<file path="config.mk">
export PLATFORM = sky130hd
export DESIGN_NAME = vga_stream_monitor
export DESIGN_NICKNAME = d
export VERILOG_FILES = /design/src/rtl/vga_stream_monitor.sv
export SDC_FILE = /design/constraint.sdc
export NUM_CORES = 1
export LEC_CHECK = 0
export CAP_MARGIN = 20
export CORE_MARGIN = 1.5
export CORE_UTILIZATION = 60
export CTS_CLUSTER_DIAMETER = 30
export CTS_CLUSTER_SIZE = 10
export DETAILED_ROUTE_END_ITERATION = 16
export DONT_BUFFER_PORTS = 1
export GPL_TIMING_DRIVEN = 1
export PLACE_DENSITY = 0.76
export SETUP_SLACK_MARGIN = 0.3
export SYNTH_ARGS = -nofsm -noshare
export SYNTH_HDL_FRONTEND = slang
export SYNTH_SLANG_ARGS = --single-unit
export TNS_END_PERCENT = 1
</file>
<file path="constraint.sdc">
create_clock -name clk -period 3.7 [get_ports clk]
set_clock_uncertainty 0.05 [all_clocks]
set_input_delay 0.925 -clock clk [delete_from_list [all_inputs] [get_ports clk]]
set_output_delay 0.925 -clock clk [all_outputs]
set_load 0.1 [all_outputs]
</file>
<file path="src/rtl/vga_stream_monitor.sv">
// Passive VGA bus tap: recovers pixel coordinates, verifies raster timing, and publishes a per-frame checksum.
// Define VGA_MON_CRC_EN to replace the additive checksum with CRC-16-CCITT over each pixel's {R,G,B}.
module vga_stream_monitor #(
   parameter int H_ACTIVE    = 640,
   parameter int V_ACTIVE    = 480,
   parameter int H_TOTAL     = 800,
   parameter int V_TOTAL     = 525,
   parameter int LOCK_FRAMES = 2
) (
   input  logic        clk,
   input  logic        resetN,
   input  logic        vga_clk,
   input  logic        vga_hs,
   input  logic        vga_vs,
   input  logic        vga_blank_n,
   input  logic [7:0]  vga_r,
   input  logic [7:0]  vga_g,
   input  logic [7:0]  vga_b,
   output logic [10:0] pixelX,
   output logic [10:0] pixelY,
   output logic        pixel_valid,
   output logic [23:0] rgb_out,
   output logic        startOfFrame,
   output logic        locked,
   output logic        line_error,
   output logic        frame_error,
   output logic [15:0] frame_checksum,
   output logic        checksum_valid,
   output logic [7:0]  frame_count
);

   localparam logic [10:0] C_HTOTAL = 11'(H_TOTAL);
   localparam logic [10:0] C_VTOTAL = 11'(V_TOTAL);
   localparam logic [3:0]  C_LOCK   = 4'(LOCK_FRAMES);
   localparam logic [10:0] C_SAT    = 11'd2047;
`ifdef VGA_MON_CRC_EN
   localparam logic [15:0] C_SUM_INIT = 16'hFFFF;
`else
   localparam logic [15:0] C_SUM_INIT = 16'h0000;
`endif

   if (H_ACTIVE >= H_TOTAL || V_ACTIVE >= V_TOTAL || LOCK_FRAMES < 1 || LOCK_FRAMES > 15) begin : g_paramCheck
      $error("vga_stream_monitor: inconsistent raster or lock parameters");
   end

   typedef enum logic [1:0] {UNLOCKED, MEASURE, LOCKED} state_t;

   function automatic logic [15:0] sumStep(input logic [15:0] acc, input logic [23:0] rgb);
      logic [15:0] c;
`ifdef VGA_MON_CRC_EN
      c = acc;
      for (int i = 23; i >= 0; i--) begin
         if (c[15] ^ rgb[i]) c = {c[14:0], 1'b0} ^ 16'h1021;
         else                c = {c[14:0], 1'b0};
      end
`else
      c = acc + {rgb[23:16] ^ rgb[7:0], rgb[15:8]};
`endif
      return c;
   endfunction

   logic        r_clkS, r_clkPrev, r_hsS, r_vsS, r_blankS;
   logic [23:0] r_rgbS;
   logic        r_hsPrev, r_vsPrev, r_blankPrev;
   logic [10:0] r_hcnt, r_vcnt, r_xCnt, r_yCnt;
   logic        r_lineBad;
   logic [15:0] r_sum;
   state_t      r_state, w_stateNext;
   logic [3:0]  r_goodCnt, w_goodNext;
   logic        w_lineErr, w_frameErr, w_publish, w_lockSet, w_lockClr;

   logic        w_pixEn, w_hsFall, w_vsFall, w_blankRise, w_blankFall, w_visible;
   logic        w_lineMis, w_lineBadNow, w_frameGood;
   logic [10:0] w_vcntNow, w_xNow;

   assign w_pixEn      = r_clkS & ~r_clkPrev;
   assign w_hsFall     = w_pixEn & r_hsPrev & ~r_hsS;
   assign w_vsFall     = w_pixEn & r_vsPrev & ~r_vsS;
   assign w_blankRise  = w_pixEn & ~r_blankPrev & r_blankS;
   assign w_blankFall  = w_pixEn & r_blankPrev & ~r_blankS;
   assign w_visible    = w_pixEn & r_blankS;
   assign w_lineMis    = w_hsFall & (r_hcnt != C_HTOTAL);
   assign w_lineBadNow = r_lineBad | w_lineMis;
   // A coincident HS fall closes the last line of the frame, so it is counted before the frame check.
   assign w_vcntNow    = r_vcnt + {10'd0, w_hsFall};
   assign w_frameGood  = (w_vcntNow == C_VTOTAL) & ~w_lineBadNow;
   assign w_xNow       = w_blankRise ? 11'd0 : r_xCnt;

   always_ff @(posedge clk or negedge resetN) begin
      if (!resetN) begin
         r_clkS      <= 1'b0;
         r_clkPrev   <= 1'b0;
         r_hsS       <= 1'b0;
         r_vsS       <= 1'b0;
         r_blankS    <= 1'b0;
         r_rgbS      <= '0;
         r_hsPrev    <= 1'b0;
         r_vsPrev    <= 1'b0;
         r_blankPrev <= 1'b0;
      end else begin
         r_clkS    <= vga_clk;
         r_clkPrev <= r_clkS;
         r_hsS     <= vga_hs;
         r_vsS     <= vga_vs;
         r_blankS  <= vga_blank_n;
         r_rgbS    <= {vga_r, vga_g, vga_b};
         if (w_pixEn) begin
            r_hsPrev    <= r_hsS;
            r_vsPrev    <= r_vsS;
            r_blankPrev <= r_blankS;
         end
      end
   end

   always_ff @(posedge clk or negedge resetN) begin
      if (!resetN) begin
         r_hcnt    <= '0;
         r_vcnt    <= '0;
         r_lineBad <= 1'b0;
         r_xCnt    <= '0;
         r_yCnt    <= '0;
         r_sum     <= C_SUM_INIT;
      end else begin
         if (w_hsFall)                        r_hcnt <= 11'd1;
         else if (w_pixEn && r_hcnt != C_SAT) r_hcnt <= r_hcnt + 11'd1;
         if (w_vsFall)                         r_vcnt <= '0;
         else if (w_hsFall && r_vcnt != C_SAT) r_vcnt <= r_vcnt + 11'd1;
         if (w_vsFall)       r_lineBad <= 1'b0;
         else if (w_lineMis) r_lineBad <= 1'b1;
         if (w_visible) r_xCnt <= (w_xNow == C_SAT) ? C_SAT : w_xNow + 11'd1;
         if (w_vsFall)                            r_yCnt <= '0;
         else if (w_blankFall && r_yCnt != C_SAT) r_yCnt <= r_yCnt + 11'd1;
         if (w_vsFall)       r_sum <= C_SUM_INIT;
         else if (w_visible) r_sum <= sumStep(r_sum, r_rgbS);
      end
   end

   always_ff @(posedge clk or negedge resetN) begin
      if (!resetN) begin
         r_state   <= UNLOCKED;
         r_goodCnt <= '0;
      end else begin
         r_state   <= w_stateNext;
         r_goodCnt <= w_goodNext;
      end
   end

   // A line fault while locked wins over a same-cycle frame check; the lost frame then scores as bad.
   always_comb begin
      w_stateNext = r_state;
      w_goodNext  = r_goodCnt;
      w_lineErr   = 1'b0;
      w_frameErr  = 1'b0;
      w_publish   = 1'b0;
      w_lockSet   = 1'b0;
      w_lockClr   = 1'b0;
      case (r_state)
         UNLOCKED: begin
            if (w_vsFall) begin
               w_stateNext = MEASURE;
               w_goodNext  = '0;
            end
         end
         MEASURE: begin
            if (w_vsFall) begin
               if (w_frameGood) begin
                  if (r_goodCnt + 4'd1 >= C_LOCK) begin
                     w_stateNext = LOCKED;
                     w_goodNext  = '0;
                     w_lockSet   = 1'b1;
                  end else begin
                     w_goodNext = r_goodCnt + 4'd1;
                  end
               end else begin
                  w_goodNext = '0;
               end
            end
         end
         LOCKED: begin
            if (w_lineMis) begin
               w_lineErr   = 1'b1;
               w_stateNext = MEASURE;
               w_goodNext  = '0;
               w_lockClr   = 1'b1;
            end else if (w_vsFall) begin
               if (w_vcntNow != C_VTOTAL) begin
                  w_frameErr  = 1'b1;
                  w_stateNext = MEASURE;
                  w_goodNext  = '0;
                  w_lockClr   = 1'b1;
               end else begin
                  w_publish = 1'b1;
               end
            end
         end
         default: w_stateNext = UNLOCKED;
      endcase
   end

   always_ff @(posedge clk or negedge resetN) begin
      if (!resetN) begin
         pixelX         <= '0;
         pixelY         <= '0;
         pixel_valid    <= 1'b0;
         rgb_out        <= '0;
         startOfFrame   <= 1'b0;
         locked         <= 1'b0;
         line_error     <= 1'b0;
         frame_error    <= 1'b0;
         frame_checksum <= '0;
         checksum_valid <= 1'b0;
         frame_count    <= '0;
      end else begin
         pixel_valid    <= w_visible;
         startOfFrame   <= w_vsFall;
         line_error     <= w_lineErr;
         frame_error    <= w_frameErr;
         checksum_valid <= w_publish;
         if (w_visible) begin
            pixelX  <= w_xNow;
            pixelY  <= r_yCnt;
            rgb_out <= r_rgbS;
         end
         if (w_lockSet)      locked <= 1'b1;
         else if (w_lockClr) locked <= 1'b0;
         if (w_lockSet)      frame_count <= '0;
         else if (w_publish) frame_count <= frame_count + 8'd1;
         if (w_publish) frame_checksum <= r_sum;
      end
   end

endmodule

</file>
==> out/summary.txt <==
LOGIC SYNTHESIS
----------------------------------------------------------------------------------------
Leading area contributor after synthesis                                    sky130_fd_sc_hd__dfrtp_1
Proportion of synthesized flip-flops having asynchronous set or reset               100%
Cell area after technology mapping                                              8010 um2
Number of flip-flops and latches in the synthesized netlist                          175
Dominant synthesized flop cell                                              sky130_fd_sc_hd__dfrtp_1
Portion of synthesized cell area occupied by the leading cell type                 54.7%
Mapped Nets                                                                          887
Post-synthesis area per instance                                                9.63 um2
Synth warnings                                                                         0
Synthesized instance count                                                           831
Distinct cell type count of the synthesized netlist                                   63
Count of flip-flops with a built-in enable after synthesis                             0
Register area share after synthesis                                                54.7%
Synth top area cells                                                        sky130_fd_sc_hd__dfrtp_1 (55%), sky130_fd_sc_hd__nand2_1 (11%), sky130_fd_sc_hd__ha_1 (3.9%)

FINAL LAYOUT
----------------------------------------------------------------------------------------
Final net count                                                                      887
Commonest non-fill, non-tap cells in the layout                             sky130_fd_sc_hd__nand2_1 (230), sky130_fd_sc_hd__dfrtp_1 (175), sky130_fd_sc_hd__nor2_1 (67)
Number of antenna repair diodes                                                        0
Share of layout cells above drive strength 1                                       6.40%
Layout filler cell count                                                            1013
Synth-to-layout area growth                                                        9.55%
Most frequent standard cell in the layout excluding fill and tap cells      sky130_fd_sc_hd__nand2_1

CLOCK TREE
----------------------------------------------------------------------------------------
CTS tree                                                                             yes
Setup fix buffers added after clock tree synthesis                                     0
Count of cells resized by post-cts repair                                              0
CTS buffer count                                                                      17
Sinks on Clock Net                                                                   175
Clk Tree Root Cell                                                          sky130_fd_sc_hd__clkbuf_16
Clock Path Buffers                                                                     2
Clock latency of the later-clocked register in the worst-skew pair                430 ps
Clock-pin slew on the worst setup and hold paths                                   70 ps
Maximum level of the CTS H-tree                                                        4
Hold_buf cts                                                                           0

SETUP PATH
----------------------------------------------------------------------------------------
Endpoint required time on the critical path                                      4010 ps
Data arrival, critical path                                                      3420 ps
Critical setup path kind                                                    register to register
Launching element type of the critical path                                     register
Element type at the critical path end                                           register
Worst Path Max Fanout                                                                 10

GLOBAL ROUTE
----------------------------------------------------------------------------------------
Global-route wire length before repair                                           29.3 mm
Largest net degree at the start of global routing                                    176
Number of global-route vias before repair                                           5932
Overall overflow remaining after global route                                          0
Antenna violations before repair                                                       0
Global-route usage over all layers                                                 26.1%

DRT
----------------------------------------------------------------------------------------
First drt pass iteration count                                                         5
Via density per instance                                                            5.82
Antenna viol nets, final                                                               0
Iteration-0 DRC count of the detailed router                                         436
Average detailed-routed wire length per instance                                 16.7 um
# DRC                                                                                  0
Vias after detailed routing                                                         5935
Post-detailed-routing wire length                                                17.0 mm

STA
----------------------------------------------------------------------------------------
Headroom to the max-slew limit                                                     30.9%
Measured slew at the worst slew-check pin                                        1040 ps
Fmax achieved                                                                    321 MHz
Number of slew-limit violations in the final report                                    0
Final Hold Slack                                                                  132 ps
Hold Vio Cnt, Final                                                                    0
Portion of the clock cycle consumed by the worst path in the final layout          84.1%
Number of endpoints failing setup at the final stage                                   0
Shortest clock period the worst path allows after layout                         3110 ps
Setup TNS after final layout                                                        0 ps
RSZ-0062 raised after global routing                                                  no

FLOORPLANNING
----------------------------------------------------------------------------------------
Total number of placement rows                                                        42
# IOs                                                                                106
DIE AREA                                                                       14000 um2
Starting Density                                                                   60.9%
Area of the core                                                               13100 um2
Die Y-Extent                                                                      119 um
Die width                                                                         119 um

JOB
----------------------------------------------------------------------------------------
Number of maximum-capacitance constraint violations                                    0

RUN STATUS
----------------------------------------------------------------------------------------
Run status                                                                  complete, no violations

POWER
----------------------------------------------------------------------------------------
Standby leakage power                                                            4.15 nW
Total power per unit cell area                                                654 nW/um2
Max IR drop VDD                                                                   424 uV

PLACED DESIGN
----------------------------------------------------------------------------------------
Detailed Place HPWL                                                              11.4 mm
Total of buffers placed on input and output ports                                      0
Final Wtd Congestion                                                               0.852

MIN PATH
----------------------------------------------------------------------------------------
Classification of the worst-slack hold path                                 input pin to async pin

worst max-delay path, cell delays in order, from the launching register on:
cell                        delay, ps
sky130_fd_sc_hd__dfrtp_1          400
sky130_fd_sc_hd__nand4bb_1        340
sky130_fd_sc_hd__inv_1            160
sky130_fd_sc_hd__ha_1             210
sky130_fd_sc_hd__ha_1             230
sky130_fd_sc_hd__nand4_1           90
sky130_fd_sc_hd__a2bb2oi_1        170
sky130_fd_sc_hd__or4_4            590
sky130_fd_sc_hd__nor2_1           180
sky130_fd_sc_hd__and3b_1          430
sky130_fd_sc_hd__o21bai_1         170
per-stage QoR:
step / power (mW) / utilization [%] / std cells / cell area (um2) / worst slack [ps]
after floorplan: 3.70 / - / 831 / 8010 / 615
after global placement: 3.88 / 62.3 / 988 / 8180 / 764
after detailed placement: 3.95 / 62.3 / 988 / 8180 / 665
after CTS: 5.75 / 66.8 / 1020 / 8770 / 623
after global routing: 6.02 / 66.8 / 1020 / 8770 / 335
final: 5.73 / 66.8 / 1020 / 8770 / 589
cells by family after synthesis:
| family | count (synthesis) | synth area share, % |
|---|---|---|
| DFF | 175 | 54.7 |
| adders and majority gates | 26 | 4.16 |
| xor gates and xnor gates | 43 | 4.70 |
| and+or+nand+nor | 404 | 22.9 |
| muxes | 7 | 0.907 |
| buffers and inverters | 43 | 2.08 |
| AOI/OAI and AO/OA | 133 | 10.6 |
routing by layer:
| layer | up-vias | global-route usage, % | part of all wire, % |
|---|---|---|---|
| met5 | - | 0 | 0 |
| met3 | 22 | 5.45 | 5.4 |
| met1 | 2914 | 33.3 | 43 |
| met4 | 0 | 10.2 | 1.5 |
| li1 | 2837 | - | - |
| met2 | 162 | 44.0 | 50 |
final cells by class:
type	count	area (um2)	area share, %
Timing Repair Buffer	8	60.1	0.685
Multi-Input combinational cell	613	3460	39.4
Tap cell	176	220	2.51
Inverter	16	60.1	0.685
Clock buffer	21	460	5.25
Clock inverter	11	130	1.48
Sequential cell	175	4380	49.9
cells in the mapped netlist, types with 6 or more instances:
cell type and number:
sky130_fd_sc_hd__o211ai_1 8, sky130_fd_sc_hd__ha_1 25, sky130_fd_sc_hd__a21oi_1 42, sky130_fd_sc_hd__inv_1 15
sky130_fd_sc_hd__o31ai_1 6, sky130_fd_sc_hd__nor2b_1 6, sky130_fd_sc_hd__a31oi_1 8, sky130_fd_sc_hd__nand2_1 230
sky130_fd_sc_hd__nand4_1 12, sky130_fd_sc_hd__or3_1 7, sky130_fd_sc_hd__xor2_1 26, sky130_fd_sc_hd__nor2_1 67
sky130_fd_sc_hd__nand2b_1 8, sky130_fd_sc_hd__o21ai_0 34, sky130_fd_sc_hd__clkbuf_1 20, sky130_fd_sc_hd__dfrtp_1 175
sky130_fd_sc_hd__nand3_1 21, sky130_fd_sc_hd__nor3b_1 6, sky130_fd_sc_hd__xnor2_1 17, sky130_fd_sc_hd__nor3_1 14
path summary, 6_finish.rpt:
check                      startpoint              to  slack [ps]  depth (start not counted)
setup / recovery            r_clkPrev      r_state[1]         590                         10
hold / removal                 resetN       r_vcnt[0]         130                          0
setup reg to reg            r_clkPrev      r_state[1]         590                         10
hold reg to reg                r_clkS       r_clkPrev         420                          0
max in group asynchronous      resetN  frame_count[3]        3230                          0
min in group clk               r_clkS       r_clkPrev         420                          0
state kept, by name (all words and copies together) (netlist names), 11 cells and up:
signal and flops:
r_rgbS 24, rgb_out 24, frame_checksum 16, r_sum 16, pixelX 11, pixelY 11
r_hcnt 11, r_vcnt 11, r_xCnt 11, r_yCnt 11
power breakdown:
part	internal (mW)	total, mW	switching [mW]
Sequential	2.15	2.94	0.793
Clock	1.04	1.78	0.745
Combinational	0.438	1.01	0.569
No activity file was read; power rests on OpenSTA's default activity.
